--- src/rtl/decoder_sync_pkg.sv ---
// decoder_sync_pkg: shared encodings and defaults for the decoder sync controller
package decoder_sync_pkg;
    localparam int SYNC_W_DEF = 32;
    localparam int CNT_W_DEF = 16;
    typedef enum logic [1:0] {IDLE = 2'b00, SEARCH = 2'b01, VERIFY = 2'b10, LOCK = 2'b11} state_t;
    typedef struct packed {
        logic swap;
        logic inv;
    } hyp_t;
endpackage

--- src/rtl/decoder_sync_ctrl_if.sv ---
// decoder_sync_ctrl_if: serial bit stream from the decoder and swap/invert controls back to it
interface decoder_sync_ctrl_if;
    logic bit_en;
    logic bit_in;
    logic swap;
    logic data_inv;
    modport master (output bit_en, bit_in, input swap, data_inv);
    modport slave (input bit_en, bit_in, output swap, data_inv);
endinterface

--- src/rtl/decoder_sync_ctrl_correlator.sv ---
// sync_correlator: serial shift register with masked error-count compare against the sync word
module sync_correlator #(
    parameter int SYNC_W = 32
) (
    input  logic              clk,
    input  logic              rs,
    input  logic              bit_en,
    input  logic              bit_in,
    input  logic              clear,
    input  logic [SYNC_W-1:0] sync_word,
    input  logic [SYNC_W-1:0] sync_mask,
    input  logic [2:0]        max_err,
    output logic              hit,
    output logic              fill_done
);
    localparam int FW = $clog2(SYNC_W);
    localparam int EW = $clog2(SYNC_W + 1);
    logic [SYNC_W-1:0] sr, sr_next;
    logic [FW-1:0] fill;
    logic [EW-1:0] errs;
    assign sr_next = {sr[SYNC_W-2:0], bit_in};
    assign errs = EW'($countones((sr_next ^ sync_word) & sync_mask));
    assign hit = errs <= EW'(max_err);
    // fill saturates one short of SYNC_W so the bit being shifted completes the window
    assign fill_done = fill == FW'(SYNC_W - 1);
    always_ff @(posedge clk or posedge rs) begin
        if (rs) begin
            sr <= '0;
            fill <= '0;
        end else begin
            if (bit_en) sr <= sr_next;
            if (clear) fill <= '0;
            else if (bit_en && !fill_done) fill <= fill + FW'(1);
        end
    end
endmodule

--- src/rtl/decoder_sync_ctrl.sv ---
// decoder_sync_ctrl: searches swap/invert hypotheses until the sync word recurs, then locks with flywheel
module decoder_sync_ctrl
    import decoder_sync_pkg::*;
#(
    parameter int SYNC_W = SYNC_W_DEF,
    parameter int CNT_W = CNT_W_DEF
) (
    input  logic                clk,
    input  logic                rs,
    decoder_sync_ctrl_if.slave  dec,
    input  logic                ctrl_en,
    input  logic [SYNC_W-1:0]   sync_word,
    input  logic [SYNC_W-1:0]   sync_mask,
    input  logic [2:0]          max_err,
    input  logic [CNT_W-1:0]    frame_len,
    input  logic [CNT_W-1:0]    search_limit,
    input  logic [3:0]          verify_n,
    input  logic [3:0]          flywheel_n,
    output logic                locked,
    output logic                frame_strobe,
    output logic [1:0]          state
);
    state_t st, st_n;
    hyp_t hyp, hyp_n;
    logic [CNT_W-1:0] cnt, cnt_n, flen;
    logic [3:0] hits, hits_n, hits_inc, misses, misses_n, misses_inc, vn, fn;
    logic strobe_n, clear, hit, fill_done, hv, check;
    sync_correlator #(.SYNC_W(SYNC_W)) u_corr (
        .clk(clk),
        .rs(rs),
        .bit_en(dec.bit_en),
        .bit_in(dec.bit_in),
        .clear(clear),
        .sync_word(sync_word),
        .sync_mask(sync_mask),
        .max_err(max_err),
        .hit(hit),
        .fill_done(fill_done)
    );
    assign flen = frame_len < CNT_W'(SYNC_W) ? CNT_W'(SYNC_W) : frame_len;
    assign vn = verify_n == 4'd0 ? 4'd1 : verify_n;
    assign fn = flywheel_n == 4'd0 ? 4'd1 : flywheel_n;
    assign check = cnt == flen - CNT_W'(1);
    assign hv = hit & fill_done;
    assign hits_inc = hits + 4'd1;
    assign misses_inc = misses + 4'd1;
    assign dec.swap = hyp.swap;
    assign dec.data_inv = hyp.inv;
    assign locked = st == LOCK;
    assign state = st;
    always_comb begin
        st_n = st;
        hyp_n = hyp;
        cnt_n = cnt;
        hits_n = hits;
        misses_n = misses;
        strobe_n = 1'b0;
        clear = 1'b0;
        if (!ctrl_en) begin
            st_n = IDLE;
            cnt_n = '0;
            hits_n = '0;
            misses_n = '0;
        end else begin
            case (st)
                IDLE: begin
                    st_n = SEARCH;
                    cnt_n = '0;
                    hits_n = '0;
                    misses_n = '0;
                    clear = 1'b1;
                end
                SEARCH: if (dec.bit_en) begin
                    if (hv) begin
                        st_n = VERIFY;
                        hits_n = 4'd1;
                        cnt_n = '0;
                    end else if (search_limit != '0 && cnt >= search_limit - CNT_W'(1)) begin
                        hyp_n = hyp_t'(hyp + 2'd1);
                        cnt_n = '0;
                        clear = 1'b1;
                    end else cnt_n = cnt + CNT_W'(1);
                end
                VERIFY: if (dec.bit_en) begin
                    cnt_n = check ? '0 : cnt + CNT_W'(1);
                    if (check && hv) begin
                        hits_n = hits_inc;
                        misses_n = '0;
                        st_n = hits_inc >= vn ? LOCK : VERIFY;
                    end else if (check) st_n = SEARCH;
                end
                LOCK: if (dec.bit_en) begin
                    cnt_n = check ? '0 : cnt + CNT_W'(1);
                    strobe_n = check;
                    if (check) begin
                        misses_n = hv ? '0 : misses_inc;
                        if (!hv && misses_inc >= fn) begin
                            st_n = SEARCH;
                            misses_n = '0;
                        end
                    end
                end
            endcase
        end
    end
    always_ff @(posedge clk or posedge rs) begin
        if (rs) begin
            st <= IDLE;
            hyp <= '0;
            cnt <= '0;
            hits <= '0;
            misses <= '0;
            frame_strobe <= 1'b0;
        end else begin
            st <= st_n;
            hyp <= hyp_n;
            cnt <= cnt_n;
            hits <= hits_n;
            misses <= misses_n;
            frame_strobe <= strobe_n;
        end
    end
endmodule

--- src/flat_wrapper.sv ---
// flat-port wrapper written by rule: the top's interface ports become plain ports
module decoder_sync_ctrl_flat import decoder_sync_pkg::*;
#(
    parameter int SYNC_W = SYNC_W_DEF,
    parameter int CNT_W = CNT_W_DEF
)
  (clk, rs, ctrl_en, sync_word, sync_mask, max_err, frame_len, search_limit, verify_n, flywheel_n, locked, frame_strobe, state, dec_bit_en, dec_bit_in, dec_swap, dec_data_inv);
  decoder_sync_ctrl_if dec_i ();
  input  logic clk;
  input  logic rs;
  input  logic ctrl_en;
  input  logic [SYNC_W-1:0] sync_word;
  input  logic [SYNC_W-1:0] sync_mask;
  input  logic [2:0] max_err;
  input  logic [CNT_W-1:0] frame_len;
  input  logic [CNT_W-1:0] search_limit;
  input  logic [3:0] verify_n;
  input  logic [3:0] flywheel_n;
  output logic locked;
  output logic frame_strobe;
  output logic [1:0] state;
  input wire logic [$bits(dec_i.bit_en)-1:0] dec_bit_en;
  input wire logic [$bits(dec_i.bit_in)-1:0] dec_bit_in;
  output wire logic [$bits(dec_i.swap)-1:0] dec_swap;
  output wire logic [$bits(dec_i.data_inv)-1:0] dec_data_inv;
  assign dec_i.bit_en = dec_bit_en;
  assign dec_i.bit_in = dec_bit_in;
  assign dec_swap = dec_i.swap;
  assign dec_data_inv = dec_i.data_inv;
  decoder_sync_ctrl #(.SYNC_W(SYNC_W), .CNT_W(CNT_W)) u_core (.clk(clk), .rs(rs), .dec(dec_i), .ctrl_en(ctrl_en), .sync_word(sync_word), .sync_mask(sync_mask), .max_err(max_err), .frame_len(frame_len), .search_limit(search_limit), .verify_n(verify_n), .flywheel_n(flywheel_n), .locked(locked), .frame_strobe(frame_strobe), .state(state));
endmodule
--- config.mk ---
export PLATFORM = sky130hd
export DESIGN_NAME = decoder_sync_ctrl_flat
export DESIGN_NICKNAME = d
export VERILOG_FILES = /design/src/rtl/decoder_sync_pkg.sv /design/src/rtl/decoder_sync_ctrl_if.sv /design/src/rtl/decoder_sync_ctrl_correlator.sv /design/src/rtl/decoder_sync_ctrl.sv /design/src/flat_wrapper.sv
export SDC_FILE = /design/constraint.sdc
export NUM_CORES = 1
export LEC_CHECK = 0
export BUFFER_PORTS_ARGS = -buffer_cell sky130_fd_sc_hd__buf_2
export CORE_AREA = 2 2 144 146
export CTS_CLUSTER_DIAMETER = 120
export DETAILED_ROUTE_END_ITERATION = 8
export DIE_AREA = 0 0 146 148
export SYNTH_ARGS = -nofsm -noshare
export SYNTH_HDL_FRONTEND = slang
export SYNTH_SLANG_ARGS = --single-unit
--- constraint.sdc ---
create_clock -name clk -period 10.4 [get_ports clk]
set_clock_uncertainty 0.15 [all_clocks]
set_input_delay 1.56 -clock clk [delete_from_list [all_inputs] [get_ports clk]]
set_output_delay 1.56 -clock clk [all_outputs]
set_load 0.02 [all_outputs]
======== After elaboration in Yosys (flattened, before gate mapping) ========
Cells that the tools add are included.
storage, ports and cells
  flip-flop bits (word level) ............. 65
  bits of input ports ..................... 112
  output and inout port bits .............. 6
  logic and storage cells ................. 134
cells by class
  add/subtract/negate cells ............... 38
  $lt $le $gt $ge ......................... 5
  equality and inequality tests ........... 16
  multiplexer cells ....................... 45
  bitwise operators ....................... 4
  reduce and logical (&&, ||, !) cells .... 17
operators with widths
  operator               count
  $mux 16                7
  $mux 4                 14
  $pmux 16 s3            1
  $add 1x1->2            16
  $and 32x32->32         1
  $sub 16x1->16 const B  2
  $xor 32x32->32         1
  $add 2x2->3            8
  $pmux 4 s3             2
  $mux 2                 9
  $ne 3x2->1 const B     6
  $add 16x1->16 const B  1
  $add 3x3->4            4
  $eq 16x16->1           1
  $ge 16x16->1           1
  $lt 16x6->1 const B    1
  $reduce_bool 16->1     1
  $reduce_and 5->1       3
  $add 4x4->5            2
  $mux 5                 2
  $add 4x1->4 const B    2
  $ge 4x4->1             2
  $logic_not 4->1        2
  $mux 1                 8
  other kinds (21)       28

======== Depth between registers and ports, before layout ========
Gate-level depths: netlist of run 1.
  depth after elaboration ................. 16
  mapped depth ............................ 26
  depth with buffers taken out ............ 25

======== Modules after synthesis ========
Synthesis of run 1 repeated with hierarchy kept, for this count alone.
unflattened totals
  cell total of the unflattened synthesis .. 676
  area total of the unflattened synthesis .. 6282.3 um2
by module, submodules not included
  module             times used  cells each  area an instance (um2)  seq. area each (um2)
  decoder_sync_ctrl  1           447         3644.7                  725.7
  sync_correlator    1           229         2637.5                  900.9

======== Least setup slack after synthesis of run 1 ========
Ideal clock, no wire load.
  path type ............................... input-to-reg
  start point ............................. input port sync_word[5]
  end point ............................... register u_core.cnt[5]
  library setup time ...................... 0.122 ns
  arrival time ............................ 7.654 ns
  setup slack ............................. 2.475 ns
  cell stages on the path ................. 25
  cells stage by stage .................... xor2_1 -> and2_1 -> fa_1 -> inv_1 -> fa_1 -> inv_1 -> fa_1 -> fa_1 -> fa_1 -> fa_1 -> ha_1 -> inv_1 -> fa_1 -> inv_1 -> ha_1 -> nor2b_1 -> o21ai_0 -> a32oi_1 -> nor2_1 -> and3b_1 -> a2111oi_0 -> a211o_1 -> buf_2 -> o21ai_0 -> o2bb2ai_1
between the ends
  word-level cells in the longest chain between the ends .. 13
RTL lines
  item                               RTL line                            text
  start: declaration                 flat_wrapper.sv:12                  input logic [SYNC_W-1:0] sync_word;
  $xor 32x32->32                     decoder_sync_ctrl_correlator.sv:22  assign errs = EW'($countones((sr_next ^ sync_word) & sync_mask));
  $and 32x32->32                     decoder_sync_ctrl_correlator.sv:22
  $add 1x1->2 (implied by the code)  decoder_sync_ctrl_correlator.sv:22
  $add 2x2->3 (implied by the code)  decoder_sync_ctrl_correlator.sv:22
  $add 3x3->4 (implied by the code)  decoder_sync_ctrl_correlator.sv:22
  $add 4x4->5 (implied by the code)  decoder_sync_ctrl_correlator.sv:22
  $add 5x5->6 (implied by the code)  decoder_sync_ctrl_correlator.sv:22
  $le 6x3->1                         decoder_sync_ctrl_correlator.sv:23  assign hit = errs <= EW'(max_err);
  $and 1x1->1                        decoder_sync_ctrl.sv:44             assign hv = hit & fill_done;
  $mux 16                            decoder_sync_ctrl.sv:74             if (hv) begin
  $mux 16                            decoder_sync_ctrl.sv:73             SEARCH: if (dec.bit_en) begin
  $pmux 16 s3                        decoder_sync_ctrl.sv:65             case (st)
  $mux 16                            decoder_sync_ctrl.sv:59             if (!ctrl_en) begin
  end signal: assignment             decoder_sync_ctrl.sv:117            cnt <= cnt_n;
  end: declaration                   decoder_sync_ctrl.sv:25             logic [CNT_W-1:0] cnt, cnt_n, flen;
No other way between the ends. The select of a mux whose other input is x is not followed.
A chain may end at the register's enable or synchronous reset.

======== Worst setup path after layout of run 1 ========
  start point ............................. input port sync_word[5]
  end point ............................... register u_core.cnt[13]
Same word-level chain as after synthesis.

==> flow_summary.yaml, run 1 <==
run_status:
  run_status: "completed"
timing:
  slew_headroom_pct: 44.25
  min_period_over_period_pct: 82.74
  holdWs_ns: 0.3079
  finalSetupViolCount: 0
  fin_crit_ns: 8.605
  worst_pin_slew_ns: 0.8362
  rsz0062_at_grt: "false"
  hold_viol_final: 0
  max_freq_mhz: 116.2
  setup_tns_ns: 0
  layout_setup_ws_ns: 1.795
  maxSlewViolCount: 0
worst_setup_path:
  cp-end-kind: "flip-flop"
  cp.arrival_ns: 8.65
  path_class: "primary input to flip-flop"
  required_ns: 10.45
  crit_path_start_kind: "primary input"
  cp_max_fo: 16
clock_network:
  h-tree-depth: 3
  cts_tree: "yes"
  clkTransAtPathRegs_ns: 0.05
  cts_root_buf: "clkbuf_16"
  post-cts-setup-buffers: 0
  cts.path.max_buffers: 2
  numCtsBuffers: 9
  ctsHoldBuffers: 0
  cts_sinks: 65
  post_cts_resized: 0
  clkLatencyLatePin_ns: 0.34
logic_synthesis:
  post_synth.cell_area_avg_um2: 9.493
  synth_edf_count: 0
  synth_top_area_cell: "dfrtp_1"
  yosysMostFrequentCell: "dfrtp_1"
  syn_nets: 801
  ys_top_cells_by_area: "dfrtp_1 28%, ha_1 9.6%, fa_1 8.2%"
  ys_async_sr_fraction_pct: 100.0
  yosysSeqAreaShare_pct: 27.64
  synthDistinctLibCells: 64
  yosys_warnings: 0
  synth.cell_area_um2: 5886
  synth_top_area_share_pct: 27.64
  synth_cells: 620
  yosys-top-cells-count: "65 x dfrtp_1, 51 x nand2_1, 49 x inv_1"
  yosys_most_used_dff: "dfrtp_1"
  synth-seq-cells: 65
die:
  start_util_pct: 29.37
  fp.dieW_um: 146
  core-area_um2: 20040
  die-height_um: 148
  num_io_pins: 118
  die_area_um2: 21610
  rows: 52
global_routing:
  use_met2_pct: 22.00
  grtUsageMet3_pct: 1.759
  overflow: 0
  use_met1_pct: 18.01
  grt_pass1_vias: 4765
  grt_pass1_wl_um: 23340
  grt_max_degree: 66
  grt_usage_pct: 13.21
  antenna_found_initial: 0
  grt-busiest-layer: "met2"
power_and_ir_drop:
  vdd_drop_max_mv: 0.3792
  p_leak_nw: 3.365
  power_density_nw_per_um2: 315.1
place:
  dpl.hpwl_um: 11040
  pre_cts_ws_ns: 1.478
  io_buffer_count: 117
  placed_area_um2: 6766
  gp_congestion: 0.7958
detailed_routing:
  routedWlPerCell_um: 13.76
  drc: 0
  vias_per_cell: 4.776
  first_iter_violations: 264
  routed_wl_um: 13890
  vias: 4819
  dr.pass1.iters: 4
  ant_nets: 0
finish:
  layout-drive-gt1-share_pct: 24.36
  antenna_cells: 0
  fillCellCount: 2129
  areaGrowthSynthToFinish_pct: 19.45
  final_area_um2: 7030
  fin_nets: 916
run:
  drv_cap: 0
hold_path:
  hold_path_class: "flip-flop to flip-flop"
-- report_power, final --
part	leakage [nW]	internal [mW]	switching, mW
registers	0.854	0.309	0.0547
clock network	0.128	0.166	0.110
logic	2.38	0.760	0.816
-- critical path, stage by stage --
cell	delay, ns
buf_2	0.10
xor2_1	0.13
and2_1	0.17
fa_1	0.56
inv_1	0.07
fa_1	0.48
inv_1	0.06
fa_1	0.50
fa_1	0.52
fa_1	0.53
fa_1	0.56
ha_1	0.17
inv_1	0.06
fa_1	0.47
inv_1	0.04
ha_1	0.27
nor2b_1	0.13
o21ai_0	0.14
a32oi_1	0.08
nor2_1	0.31
and3b_1	0.25
a2111oi_0	0.43
a211o_1	0.43
nand2b_1	0.47
o31ai_1	0.14
-- layout make-up --
class / count / area (µm²) / area share [%]
Tap cell: 270 / 337.8 / 4.805
Timing Repair Buffer: 120 / 608.1 / 8.649
Clock buffer: 12 / 246.5 / 3.506
Clock inverter: 3 / 17.52 / 0.2492
Inverter: 49 / 183.9 / 2.616
Multi-Input combinational cell: 490 / 4010 / 57.04
Sequential cell: 65 / 1627 / 23.14
-- layout by cell type, fill, tap and decap left out, drive strengths merged, types with 5 or more instances in the layout --
master | netlist | final
nor3 | 13 | 13
nand3 | 13 | 13
ha | 45 | 45
a21oi | 15 | 15
nand2b | 14 | 14
inv | 49 | 49
clkbuf | 11 | 12
fa | 24 | 24
nor2b | 10 | 10
nor4 | 7 | 7
and3 | 9 | 9
dfrtp | 65 | 65
or4 | 5 | 5
nor2 | 31 | 31
xor2 | 45 | 45
mux2i | 7 | 7
o21ai | 25 | 25
o2bb2ai | 8 | 8
a21o | 11 | 11
or3 | 9 | 9
xnor2 | 23 | 23
buf | 5 | 120
and2 | 21 | 21
mux2 | 35 | 35
nand2 | 51 | 51
nand4 | 10 | 10
-- registers in the layout (all words and copies together), names as in the netlist --
signal               count
u_core.state             2
u_core.frame_strobe      1
u_core.u_corr.fill       5
u_core.u_corr.sr        31
u_core.misses            4
u_core.hits              4
u_core.cnt              16
u_core.dec.swap          1
u_core.dec.data_inv      1
-- kinds of logic after synthesis --
family                   after synthesis  share of synthesized area [%]
AND/OR/NAND/NOR                      205                          19.01
AO/OA/AOI/OAI                        105                          12.76
XOR/XNOR                              69                          10.50
adder cells (fa/ha/maj)               69                          17.73
buffers and inverters                 65                          4.230
flip-flops                            65                          27.64
multiplexers                          42                          8.142
-- metrics by stage --
stage / instances / power [mW] / utilization (%)
after floorplan: 620 / 1.617 / -
after global placement: 994 / 1.891 / 33.77
after detailed placement: 994 / 1.934 / 33.77
after CTS: 1009 / 2.237 / 35.08
after global routing: 1009 / 2.585 / 35.08
final: 1009 / 2.216 / 35.08
-- worst paths after layout --
| check | slack [ns] | depth (start not counted) | end | from |
|---|---|---|---|---|
| hold / removal | 0.31 | 1 | u_core.dec.swap | u_core.dec.swap |
| setup reg to reg | 2.68 | 24 | u_core.cnt[13] | u_core.u_corr.sr[4] |
| min in group asynchronous | 1.33 | 3 | u_core.frame_strobe | rs |
| hold reg to reg | 0.31 | 1 | u_core.dec.swap | u_core.dec.swap |
| max in group asynchronous | 8.24 | 3 | u_core.u_corr.sr[3] | rs |
| setup / recovery | 1.80 | 25 | u_core.cnt[13] | sync_word[5] |
-- metal layers --
layer / up-vias / part of all wire [%]
li1: 2414 / -
met1: 2277 / 48
met2: 115 / 47
met3: 13 / 4.6
met4: 0 / 1.2
met5: - / 0
Note: power is estimated with default switching activity, not from simulation.
==> inputs of run 2 (changes only) <==
- clock period: 10.4 -> 8.7 ns (I/O delays scaled with it)
==> flow_summary.yaml, run 2 (synthesis gave the netlist of run 1 again) <==
run_status:
  run_status: "completed"
finish:
  layout_commonest_cell: "buf_2"
  largestRegisters: "u_core.u_corr.sr: 31 flops, u_core.cnt: 16 flops, u_core.u_corr.fill: 5 flops"
  largest_reg_flops: 31
  mostFrequentLayoutCells: "117 x buf_2, 65 x dfrtp_1, 51 x nand2_1, 48 x inv_1"
  post-route-util_pct: 35.36
  antenna_cells: 0
  fillCellCount: 2083
  largest-register: "u_core.u_corr.sr"
  areaGrowthSynthToFinish_pct: 20.41
  layout-drive-gt1-share_pct: 24.93
  final_cells: 1012
  fin_nets: 918
  final_area_um2: 7087
global_routing:
  grt_max_degree: 66
  overflow: 0
  grt_usage_pct: 12.88
  antenna_found_initial: 0
  grt_pass1_wl_um: 22980
  grt_pass1_vias: 4747
timing:
  maxSlewViolCount: 0
  holdWs_ns: 0.3173
  finalSetupViolCount: 0
  layout_setup_ws_ns: 0.8035
  fin_crit_ns: 7.896
  setup_tns_ns: 0
  slew_headroom_pct: 43.27
  max_freq_mhz: 126.6
  rsz0062_at_grt: "false"
  min_period_over_period_pct: 90.76
  worst_pin_slew_ns: 0.8510
  hold_viol_final: 0
die:
  die-height_um: 148
  die_area_um2: 21610
  start_util_pct: 29.37
  fp.dieW_um: 146
  core-area_um2: 20040
  rows: 52
  num_io_pins: 118
worst_setup_path:
  cp-end-kind: "flip-flop"
  cp.arrival_ns: 7.94
  path_class: "primary input to flip-flop"
  required_ns: 8.74
  crit_path_start_kind: "primary input"
  cp_max_fo: 12
  rr_worst_depth: 24
place:
  gp_congestion: 0.7968
  dpl.hpwl_um: 10790
  io_buffer_count: 117
  placed_area_um2: 6782
  dp.cells: 996
  pre_cts_ws_ns: 0.4326
clock_network:
  numCtsBuffers: 9
  ctsHoldBuffers: 0
  cts.path.max_buffers: 2
  post-cts-setup-buffers: 0
  post_cts_resized: 0
  clkLatencyLatePin_ns: 0.33
  cts_tree: "yes"
  h-tree-depth: 3
  cts_sinks: 65
  clkTransAtPathRegs_ns: 0.06
  cts_root_buf: "clkbuf_16"
hold_path:
  hold_path_class: "flip-flop to flip-flop"
  min_path_cells: 1
detailed_routing:
  routed_wl_um: 13500
  drc: 0
  dr.pass1.iters: 4
  first_iter_violations: 187
  routedWlPerCell_um: 13.34
  vias_per_cell: 4.760
  vias: 4817
  ant_nets: 0
power_and_ir_drop:
  power_density_nw_per_um2: 376.6
  finalPower_mw: 2.669
  p_leak_nw: 3.388
  vdd_drop_max_mv: 0.4429
run:
  drv_cap: 0
[run 2: report_power, final]
| part | internal [mW] | leakage, nW | switching, mW |
|---|---|---|---|
| registers | 0.370 | 0.854 | 0.0637 |
| logic | 0.904 | 2.39 | 0.959 |
| clock network | 0.230 | 0.141 | 0.142 |
| total | 1.50 | 3.39 | 1.16 |
[run 2: path summary, 6_finish.rpt]
kind                                     startpoint             endpoint  slack (ns)
worst max-delay path                   sync_word[5]        u_core.cnt[0]        0.80
worst min-delay path                u_core.dec.swap      u_core.dec.swap        0.32
worst max register to register  u_core.u_corr.sr[4]        u_core.cnt[0]        1.44
worst min register to register      u_core.dec.swap      u_core.dec.swap        0.32
max in group asynchronous                        rs  u_core.u_corr.sr[4]        6.77
min in group asynchronous                        rs  u_core.frame_strobe        1.07
[run 2: metal layers]
metal	up-vias	routed length (µm)	share of wire (%)	global-route usage, %
met3	10	577	4.3	2.160
met2	103	6325	47	21.49
met1	2279	6464	48	17.51
met4	0	136	1.0	3.107
li1	2425	-	-	-
met5	-	0	0	0
[run 2: critical path, stage by stage]
cell and delay (ns):
buf_2 0.10, xor2_1 0.13, and2_1 0.17, fa_1 0.56, inv_1 0.07, fa_1 0.47, inv_1 0.06, fa_1 0.50
fa_1 0.52, fa_1 0.52, fa_1 0.56, ha_1 0.17, inv_1 0.05, fa_1 0.48, inv_1 0.05, ha_1 0.28
nor2b_1 0.13, o21ai_0 0.14, a32oi_1 0.07, nor2_1 0.19, and3b_1 0.23, a2111oi_0 0.44, a211o_1 0.17, nand2b_1 0.42
o21ai_0 0.15
[run 2: area by class of cell]
| type | instances | area (µm²) | area share [%] |
|---|---|---|---|
| Sequential cell | 65 | 1627 | 22.95 |
| Timing Repair Buffer | 122 | 623.1 | 8.792 |
| Tap cell | 270 | 337.8 | 4.767 |
| Clock buffer | 10 | 239.0 | 3.372 |
| Clock inverter | 6 | 66.31 | 0.9357 |
| Multi-Input combinational cell | 490 | 4010 | 56.59 |
| Inverter | 49 | 183.9 | 2.595 |
==> inputs of run 3 (changes only) <==
- PLACE_DENSITY: not set -> 0.49
- TNS_END_PERCENT: not set -> 50
==> flow_summary.yaml, run 3 (synthesis gave the netlist of run 1 again) <==
timing:
  max_freq_mhz: 125.4
  slew_headroom_pct: 42.78
  worst_pin_slew_ns: 0.8583
  rsz0062_at_grt: "false"
  setup_tns_ns: 0
  maxSlewViolCount: 0
  finalSetupViolCount: 0
  fin_crit_ns: 7.977
  hold_viol_final: 0
  min_period_over_period_pct: 91.69
global_routing:
  overflow: 0
  antenna_found_initial: 0
  grt_pass1_wl_um: 24240
  grt_max_degree: 66
  grt_usage_pct: 14.06
  grt_pass1_vias: 4749
power_and_ir_drop:
  p_seq_share_pct: 16.1
  p_int_mw: 1.554
  vdd_drop_max_mv: 0.3594
  comb_power_share_pct: 69.3
  switching_share_pct: 43.32
  p_leak_nw: 3.396
  clock_power_share_pct: 14.6
  power_density_nw_per_um2: 385.9
  switchingPower_mw: 1.188
run_status:
  run_status: "completed"
detailed_routing:
  vias_per_cell: 4.685
  dr.pass1.iters: 4
  top_layer: "met4"
  vias: 4737
  drc: 0
  routed_wl_um: 14320
  wl_met2_um: 6550
  first_iter_violations: 237
  routedWlPerCell_um: 14.16
  wl_met1_um: 7005
  ant_nets: 0
  route.met3.wl_um: 635
finish:
  fin_nets: 917
  seqCellArea_um2: 1627
  fillCellCount: 2089
  layout_commonest_cell: "buf_2"
  layout-drive-gt1-share_pct: 24.70
  antenna_cells: 0
  multiInputGateArea_um2: 4010
  final_cells: 1011
  areaGrowthSynthToFinish_pct: 20.73
  largest_reg_flops: 31
  largestRegisters: "u_core.u_corr.sr: 31 flops, u_core.cnt: 16 flops, u_core.u_corr.fill: 5 flops"
  mostFrequentLayoutCells: "117 x buf_2, 65 x dfrtp_1, 51 x nand2_1, 48 x inv_1"
  largest-register: "u_core.u_corr.sr"
clock_network:
  ctsHoldBuffers: 0
  cts.path.max_buffers: 2
  numCtsBuffers: 9
  post-cts-setup-buffers: 0
  cts_sinks: 65
  clkTransAtPathRegs_ns: 0.06
  cts_tree: "yes"
  post_cts_resized: 0
  h-tree-depth: 3
  clkLatencyLatePin_ns: 0.34
  cts_root_buf: "clkbuf_16"
die:
  start_util_pct: 29.37
  die_area_um2: 21610
  num_io_pins: 118
  core-area_um2: 20040
  rows: 52
  die-height_um: 148
  fp.dieW_um: 146
place:
  dpl.hpwl_um: 11360
  io_buffer_count: 117
  gp_congestion: 0.7471
  dp.cells: 995
worst_setup_path:
  cp_max_fo: 10
  required_ns: 8.77
  cp-end-kind: "flip-flop"
  cp.arrival_ns: 8.05
  crit_path_start_kind: "primary input"
  path_class: "primary input to flip-flop"
run:
  drv_cap: 0
hold_path:
  hold_path_class: "flip-flop to flip-flop"
[run 3: cell types whose count changed in the layout (fill, tap and decap cells not counted)]
cell | before | now
buf_4 | 5 | 4
bufinv_16 | 1 | 2
clkbuf_1 | 0 | 1
clkinv_2 | 1 | 0
inv_6 | 1 | 0
clkinvlp_4 | 3 | 2
clkbuf_8 | 1 | 2
[run 3: layer usage]
layer / GRT usage (%) / vias up
met1: 18.92 / 2200
met5: 0 / -
li1: - / 2419
met2: 23.37 / 107
met3: 2.901 / 11
met4: 3.204 / 0
[run 3: worst max-delay path: stages]
cell and delay [ns]:
buf_2 0.10, xor2_1 0.13, and2_1 0.17, fa_1 0.55, inv_1 0.06, fa_1 0.51
inv_1 0.05, fa_1 0.46, fa_1 0.52, fa_1 0.53, fa_1 0.55, ha_1 0.17
inv_1 0.06, fa_1 0.48, inv_1 0.04, ha_1 0.27, nor2b_1 0.13, o21ai_0 0.13
a32oi_1 0.07, nor2_1 0.33, and3b_1 0.25, a2111oi_0 0.46, a211o_1 0.28, buf_4 0.20
o21ai_0 0.10, o2bb2ai_1 0.13
[run 3: worst paths after layout]
path	end	cells past startpoint	startpoint	slack, ns
worst max-delay path	u_core.cnt[6]	26	sync_word[11]	0.72
worst min-delay path	u_core.dec.swap	1	u_core.dec.swap	0.32
worst max register to register	u_core.cnt[6]	25	u_core.u_corr.sr[4]	1.34
worst min register to register	u_core.dec.swap	1	u_core.dec.swap	0.32
max in group asynchronous	u_core.u_corr.sr[23]	3	rs	6.78
min in group asynchronous	u_core.dec.swap	3	rs	1.06
[run 3: stage by stage]
stage | hold slack (ns) | utilization [%] | total power, mW | area, µm² | setup WS [ns]
floorplan | 0.3204 | - | 1.933 | 5886 | 1.030
global route | 0.3456 | 35.46 | 3.216 | 7106 | 0.2546
finish | 0.3196 | 35.46 | 2.742 | 7106 | 0.7229
CTS | 0.3258 | 35.46 | 2.822 | 7106 | 0.7103
global placement | 0.3139 | 33.80 | 2.341 | 6774 | 0.4890
detailed placement | 0.3142 | 33.80 | 2.404 | 6774 | 0.3847
[run 3: power by group through the flow]
stage                     combinational, mW  clock [mW]  sequential [mW]
final                                  1.90       0.401            0.441
after global routing                   2.33       0.429            0.453
after CTS                              1.97       0.413            0.442
after detailed placement               1.96           0            0.447
after global placement                 1.89           0            0.446
after floorplan                        1.51           0            0.422
[run 3: layout make-up]
cell class | count | area share, %
clock buffer | 12 | 3.610
tap | 270 | 4.754
sequential | 65 | 22.89
inverter | 49 | 2.588
multi-input combinational | 490 | 56.44
timing repair buffer | 121 | 8.663
clock inverter | 4 | 1.057
